$ cat src/rtl/arb_requester.sv
// Requester agent: queues burst jobs, requests the arbiter and moves one beat per granted cycle.
// Latency: a job pushed at edge N raises req after edge N+1; the first beat can follow in that same cycle.
// Backpressure: job_ready drops when the queue is full; a missing grant stalls the burst with req held.
//
// Ports: clk/reset (sync, active-high); job_valid/job_len/job_ready job intake;
//        req/grant arbiter handshake; beat/beat_idx/last per-beat strobes;
//        busy, err_grant_lost (sticky) and jobs_done (wrapping) status.
module arb_requester #(
   parameter int DEPTH = 4,
   parameter int LEN_W = 4,
   parameter int CNT_W = 8
) (
   input  logic             clk,
   input  logic             reset,
   input  logic             job_valid,
   input  logic [LEN_W-1:0] job_len,
   output logic             job_ready,
   output logic             req,
   input  logic             grant,
   output logic             beat,
   output logic [LEN_W-1:0] beat_idx,
   output logic             last,
   output logic             busy,
   output logic             err_grant_lost,
   output logic [CNT_W-1:0] jobs_done
);

   localparam int PTR_W = (DEPTH > 1) ? $clog2(DEPTH) : 1;
   localparam int CW    = PTR_W + 1;
   localparam logic [CW-1:0] FULL_CNT = CW'(DEPTH);

   localparam logic [1:0] S_IDLE = 2'd0;
   localparam logic [1:0] S_REQ  = 2'd1;
   localparam logic [1:0] S_XFER = 2'd2;
   localparam logic [1:0] S_GAP  = 2'd3;

   logic [1:0]       state_q,  state_d;
   logic [LEN_W-1:0] mem_q [DEPTH];
   logic [LEN_W-1:0] mem_d [DEPTH];
   logic [PTR_W-1:0] wr_ptr_q, wr_ptr_d;
   logic [PTR_W-1:0] rd_ptr_q, rd_ptr_d;
   logic [CW-1:0]    cnt_q,    cnt_d;
   logic [LEN_W-1:0] idx_q,    idx_d;
   logic             err_q,    err_d;
   logic [CNT_W-1:0] done_q,   done_d;

   logic             full;
   logic             empty;
   logic             push;
   logic             pop;
   logic             active;
   logic [LEN_W-1:0] final_idx;

   assign full      = (cnt_q == FULL_CNT);
   assign empty     = (cnt_q == '0);
   // Readiness only looks at full, never at a same-cycle pop, so it stays a
   // registered-state decode with no path from grant.
   assign job_ready = !full && !reset;
   assign push      = job_valid && job_ready;

   // len==0 encodes 2**LEN_W beats; subtracting 1 with wraparound yields the
   // all-ones final index for that case with no special handling.
   assign final_idx = mem_q[rd_ptr_q] - LEN_W'(1);

   assign active    = (state_q == S_REQ) || (state_q == S_XFER);
   assign req       = active;
   assign beat      = active && grant && !reset;
   assign last      = beat && (idx_q == final_idx);
   assign pop       = last;

   assign beat_idx       = idx_q;
   assign busy           = !empty || (state_q != S_IDLE);
   assign err_grant_lost = err_q;
   assign jobs_done      = done_q;

   // Job queue
   always_comb begin
      mem_d = mem_q;
      if (push) begin
         mem_d[wr_ptr_q] = job_len;
      end
      wr_ptr_d = push ? wr_ptr_q + PTR_W'(1) : wr_ptr_q;
      rd_ptr_d = pop  ? rd_ptr_q + PTR_W'(1) : rd_ptr_q;
      case ({push, pop})
         2'b10:   cnt_d = cnt_q + CW'(1);
         2'b01:   cnt_d = cnt_q - CW'(1);
         default: cnt_d = cnt_q;
      endcase
   end

   // Handshake FSM and beat counter
   always_comb begin
      state_d = state_q;
      idx_d   = idx_q;
      err_d   = err_q || ((state_q == S_XFER) && !grant);
      done_d  = done_q + CNT_W'(last);
      case (state_q)
         S_IDLE: begin
            if (!empty) begin
               state_d = S_REQ;
            end
         end
         S_REQ, S_XFER: begin
            if (beat) begin
               if (last) begin
                  state_d = S_GAP;
                  idx_d   = '0;
               end else begin
                  state_d = S_XFER;
                  idx_d   = idx_q + LEN_W'(1);
               end
            end
         end
         // One req-low cycle; a job arriving during it still counts as pending.
         S_GAP: begin
            state_d = (!empty || push) ? S_REQ : S_IDLE;
         end
         default: begin
            state_d = S_IDLE;
         end
      endcase
   end

   always_ff @(posedge clk) begin
      if (reset) begin
         state_q  <= S_IDLE;
         wr_ptr_q <= '0;
         rd_ptr_q <= '0;
         cnt_q    <= '0;
         idx_q    <= '0;
         err_q    <= 1'b0;
         done_q   <= '0;
      end else begin
         state_q  <= state_d;
         wr_ptr_q <= wr_ptr_d;
         rd_ptr_q <= rd_ptr_d;
         cnt_q    <= cnt_d;
         idx_q    <= idx_d;
         err_q    <= err_d;
         done_q   <= done_d;
      end
   end

   // Queue storage holds no control state, so it needs no reset.
   always_ff @(posedge clk) begin
      mem_q <= mem_d;
   end

endmodule

$ cat config.mk
export PLATFORM = sky130hd
export DESIGN_NAME = arb_requester
export DESIGN_NICKNAME = d
export VERILOG_FILES = /design/src/rtl/arb_requester.sv
export SDC_FILE = /design/constraint.sdc
export NUM_CORES = 1
export LEC_CHECK = 0
export BUFFER_PORTS_ARGS = -buffer_cell sky130_fd_sc_hd__buf_2
export CORE_MARGIN = 4
export CORE_UTILIZATION = 31
export DETAILED_ROUTE_END_ITERATION = 12
export PLACE_DENSITY = 0.5
export SLEW_MARGIN = 20
export SYNTH_ARGS = -nofsm -noshare
export SYNTH_HDL_FRONTEND = slang
export SYNTH_SLANG_ARGS = --single-unit
$ cat constraint.sdc
create_clock -name clk -period 3.9 [get_ports clk]
set_clock_uncertainty 0.15 [all_clocks]
set_input_delay 0.78 -clock clk [delete_from_list [all_inputs] [get_ports clk]]
set_output_delay 0.78 -clock clk [all_outputs]
set_load 0.1 [all_outputs]
After elaboration in Yosys (flattened, before gate mapping)
Cells that the tools add are included.

storage, ports and cells
  input port bits = 8
  flip-flop bits (word level) = 38
  output and inout port bits = 18

cells by class
  reduce and logical (&&, ||, !) cells = 22
  equal/unequal tests = 9
  bitwise gates (word level) = 2
  multiplexer cells = 13
  $add $sub $neg = 7
  magnitude comparators = 3

operator list
  kind                   count
  $bwmux W16             1
  $mux W4                4
  $add A8 B1 Y8          1
  $bmux W4 S2            1
  $demux W4 S2           1
  $logic_and A1 B1 Y1    7
  $eq A2 B2 Y1 const B   3
  $ge A3 B3 Y1 const B   2
  $not A2 Y3             2
  $pmux W2 S3            1
  $pmux W3 S2            1
  $add A2 B1 Y2 const B  2
  $add A4 B1 Y4 const B  1
  $eq A2 B1 Y1 const B   2
  $eq A4 B4 Y1           1
  $logic_not A1 Y1       4
  $logic_or A1 B1 Y1     4
  $mux W2                2
  $ne A2 B2 Y1 const B   2
  $reduce_and A2 Y1      2
  $reduce_bool A2 Y1     2
  $sub A4 B1 Y4 const B  1
  $add A3 B1 Y3 const B  1
  $eq A3 B3 Y1 const B   1
  6 further kinds        7

Longest topological paths before layout
  depth in word-level cells = 10
  depth in mapped cells = 13
  mapped depth without buffers = 12

Least setup slack after synthesis
No wires, ideal clock.

  kind = register to register
  from = register state_q[1]
  to = register cnt_q[2]
  setup time = 70 ps
  setup slack = -2,349 ps
  stages on the path, launching flop included = 12
  required time = 3,680 ps
  period minus slack after synthesis = 6,249 ps
  arrival time = 6,029 ps
  path through = dfxtp_1 > inv_1 > ha_1 > nand2_1 > nor2_1 > nand4_1 > nor2_1 > ha_1 > fa_1 > xnor2_1 > or3_1 > a21oi_1

between the ends
  cells in the longest elaborated chain, start to end = 7
  elaborated cells on any way between the ends = 10
  those cells by class = eq/ne: 4; mux: 1; reduce/logical: 5

RTL lines
  element                                            line  text
  start, declared                                    37    logic [1:0] state_q, state_d;
  start signal, assigned                             134   state_q <= state_d;
  $eq A2 B1 Y1 or $eq A2 B2 Y1 (tied branches)       65    assign active = (state_q == S_REQ) || (state_q == S_XFER);
  $logic_or A1 B1 Y1 (*)                             65
  named net req                                      18    output logic req,
  $logic_and A1 B1 Y1 (*) (2 in a row)               67    assign beat = active && grant && !reset;
  named net beat                                     20    output logic beat,
  $logic_and A1 B1 Y1 (*)                            68    assign last = beat && (idx_q == final_idx);
  named net last                                     22    output logic last,
  $eq A2 B1 Y1 or $eq A2 B2 Y1 (tied branches)       84    case ({push, pop})
  $pmux W3 S2 or $reduce_bool A2 Y1 (tied branches)  -
  end signal, assigned                               137   cnt_q <= cnt_d;
  end, declared                                      42    logic [CW-1:0] cnt_q, cnt_d;

Mark *: on every way through the listed nets, which the timed path passes. The rest lies on a longest branch.
A chain may end at the register's enable or synchronous reset.

Final worst setup path
  from = register rd_ptr_q[0]
  to = output last

between the ends
  cells in the longest elaborated chain, start to end = 7

RTL lines
  element                                     line  text
  start, declared                             41    logic [PTR_W-1:0] rd_ptr_q, rd_ptr_d;
  start signal, assigned                      136   rd_ptr_q <= rd_ptr_d;
  $not A2 Y3 (not written as such)            63    assign final_idx = mem_q[rd_ptr_q] - LEN_W'(1);
  $bmux W4 S2                                 63
  $mux W4 (not written as such) (2 in a row)  63
  $sub A4 B1 Y4                               63
  $eq A4 B4 Y1                                68
  $logic_and A1 B1 Y1                         68
  end, declared                               22

No other way between the ends. The select of a mux whose other input is x is not followed.

==> results list <==
- Outcome: finished clean
- The final number of max-transition violations came to 0.
* Vertical die dimension: roughly 84 um
* Critical Path End Type: primary output
- Global routing consumed, over all layers together, approximately a tenth of the routing resources.
- WL per Instance: ~13 um
- TritonCTS built the clock tree.
- Mapped Cells: ~150
- Clock latency reported for the late side of the worst-skew pair: ~280 ps
- Clk slew on worst S/H paths: 70 ps
- The floorplan has 27 rows.
* Synthesized flop and latch total: 38
* Worst-Margin Slew: 497 ps
- Cell breakdown of the critical path: mux4_1 > inv_1 > ha_1 > xor2_1 > xnor2_1 > nand4_1 > nor2_4 > clkbuf_4
- Largest driver fanout on the critical path: 7
* Area grow syn2layout: 18.2%
- Port Buffers: 25
- Summed over all layers, the routed wires come to 3350 um.
- Tightest Hold Check Type: reg -> reg
- Kind of start point of the critical path: register
- Total CTS buffers: 5
- RD Place Congestion: 0.740
* Count of warnings emitted by yosys: 0
- Remaining design rule violation count: 0
* Clock sinks: 38
- Unique cell type count in the Yosys netlist: 32
- Top layer used by detailed routing: met4
- The number of antenna diodes in the final layout is 0.
- The first global-routing pass estimated 5760 um of wire.
- Max Freq: 0.270 GHz
- Crit path DAT: 2780 ps
* Data required time at the worst endpoint: about 3000 ps
- Using the TritonRoute via totals, the vias-per-cell ratio works out to 4.74.
* Setup repair after global routing missed its margin: no
* Vias in the first global route: ~1200
- Count of endpoints failing setup in the final report: 0
- Share of layout cells above drive strength 1: 22.2%
* Floorplan die area: 7000 um2
- Routed wire length on met3: 135 um
- The critical path contains buffers and inverters numbering 2 combined.
* Number of nets in the synthesized netlist: 176
- IR analysis of the VDD net gives a maximum drop of 0.305 mV.
- The die is 83.7 um wide.
- Dominant delay contributor by cell family on the critical path: multiplexers
- Grt total ovfl: 0
- In the final design database the tool counted 206 nets.
- Summing the sequential cell areas from Yosys gives approximately half of the chip area.
- Total via count in the routed design: ~1200
* Root buf cell: clkbuf_8
- Met2 wire length: roughly 1500 um
- IO Pins: 26
- Hold timing on the final database bottoms out at a slack of 333 ps.
- Rel. slew slack: roughly 67%
* Library cell with the largest summed area after synthesis: edfxtp_1
- H-Tree Level Count: 2
* Initial antenna violation count: 0
- Max-capacitance violation count: 0
- In this run the cell area of the synthesized design comes to roughly 1800 um2.
* Leading post-synthesis cells by cell area: edfxtp_1, dfxtp_1, ha_1
- The slowest stage of the critical path is the mux4_1 cell.
- Post-detailed-route count of antenna-violating nets: 0
- Entering global routing, the biggest net connects 21 pins.
- Most frequent cells in the layout: buf_2, dfxtp_1, edfxtp_1
- In this run the deepest clock path goes through 2 buffers.
- The setup path with the least slack is of type reg -> out.
* Leading cell type in the layout, fill and taps excluded: buf_2
- In this run the standard cell core region covers approximately 5500 um2.
- Initial core utilization: 32.0%
- Of the available clock period, the critical path in the final layout requires between 90% and 100%.
- The first TritonRoute pass finished after 4 iterations.
- Summed over all nets, the half-perimeter wirelength after detailed placement is 2580 um.
- Violation count after the first detailed-routing iteration: 45
* Setup TNS after final layout: 0 ps
* Hold Violations, Final: 0
- A synthesized cell averages ~12 um2.
* Post-layout min period: 3710 ps
- For this design the ratio of total power to cell area is about 510 nW/um2.
- After clock tree synthesis, the flow added hold-fix buffers numbering 0.
- In this run the static leakage power is 0.865 nW.
- Fraction of post-synthesis cell area in the top cell type by area: 27.1%
- Delay contributed by the slowest stage of the critical path: around 650 ps
* Wl on met1: 1630 um
-- metal layers --
layer	vias to the layer above	GRT usage, %
met2	27	15.7
met1	590	13.4
met5	-	0
met3	7	3.26
met4	0	4.68
li1	594	-
-- power by group --
group          internal [W]  switching [W]
logic             0.0000869       0.000271
registers          0.000437      0.0000227
clock network      0.000123       0.000132
total              0.000647       0.000426
-- cells in the mapped netlist --
cell / instances
dfxtp_1: 22
edfxtp_1: 16
nor2_1: 16
ha_1: 13
inv_1: 11
xor2_1: 9
a21oi_1: 8
xnor2_1: 7
and3_1: 6
nand2_1: 6
nand3_1: 6
nor3_1: 4
o21ai_0: 4
clkbuf_1: 3
mux2i_1: 2
mux4_1: 2
mux4_2: 2
nor2b_1: 2
o31ai_1: 2
and2_1: 1
buf_6: 1
fa_1: 1
nand3b_1: 1
nand4_1: 1
nand4b_1: 1
nor3_2: 1
o21a_1: 1
o41ai_1: 1
or2b_1: 1
or3_1: 1
or4_1: 1
xnor2_2: 1
-- state kept, by name, summed over array words and instances, names as in the netlist --
register	cells
beat_idx	4
cnt_q	3
err_grant_lost	1
jobs_done	8
mem_q	16
rd_ptr_q	2
state_q	2
wr_ptr_q	2
-- final timing paths --
kind	from	to	slack (ps)	cells past startpoint
max	rd_ptr_q[0]	last	190	8
min	err_grant_lost	err_grant_lost	330	2
max reg2reg	rd_ptr_q[0]	cnt_q[2]	370	13
min reg2reg	err_grant_lost	err_grant_lost	330	2
-- layout make-up --
| class | count | area (um2) |
|---|---|---|
| fill | 575 | 3440 |
| sequential | 38 | 921 |
| multi-input combinational | 101 | 822 |
| timing repair buffer | 27 | 143 |
| tap | 72 | 90.1 |
| clock buffer | 6 | 72.6 |
| inverter | 11 | 41.3 |
| clock inverter | 2 | 8.76 |
-- worst reg2reg max path: stages (launching register included) --
cell     delay, ps
dfxtp_1        500
mux4_1         650
inv_1           80
ha_1           150
xor2_1         210
xnor2_1         90
nand4_1        200
nor2_4          60
buf_4          180
ha_1           220
fa_1           380
xnor2_1        140
or3_1          310
a21oi_1        140
-- kinds of logic (layout without fill, tap and decap cells) --
logic type | count (synthesis) | in the layout | share of synthesized area (%)
simple gates | 48 | 48 | 13.7
flops | 38 | 38 | 51.9
xor+xnor | 17 | 17 | 8.81
compound gates | 16 | 16 | 5.14
buf+inv | 15 | 46 | 3.59
fa+ha+maj | 14 | 14 | 10.3
mux | 6 | 6 | 6.62
-- repair_timing --
action	4_1_cts	5_1_grt
resized for setup	0	1
buffers inserted	0	0
endpoints found under the setup margin	0	1
-- through the flow --
step           cell area [um2]  cells  worst slack, ps  util (%)  total power (W)
2_1_floorplan             1810    154             60.2         -         0.000773
3_3_place_gp              2010    249              487      36.4         0.000818
3_5_place_dp              2010    249              398      36.4         0.000827
4_1_cts                   2100    257             84.4      37.8          0.00108
5_1_grt                   2100    257             14.7      37.9          0.00112
6_report                  2100    257              191      37.9          0.00107
Note: power is estimated with default switching activity, not from simulation.
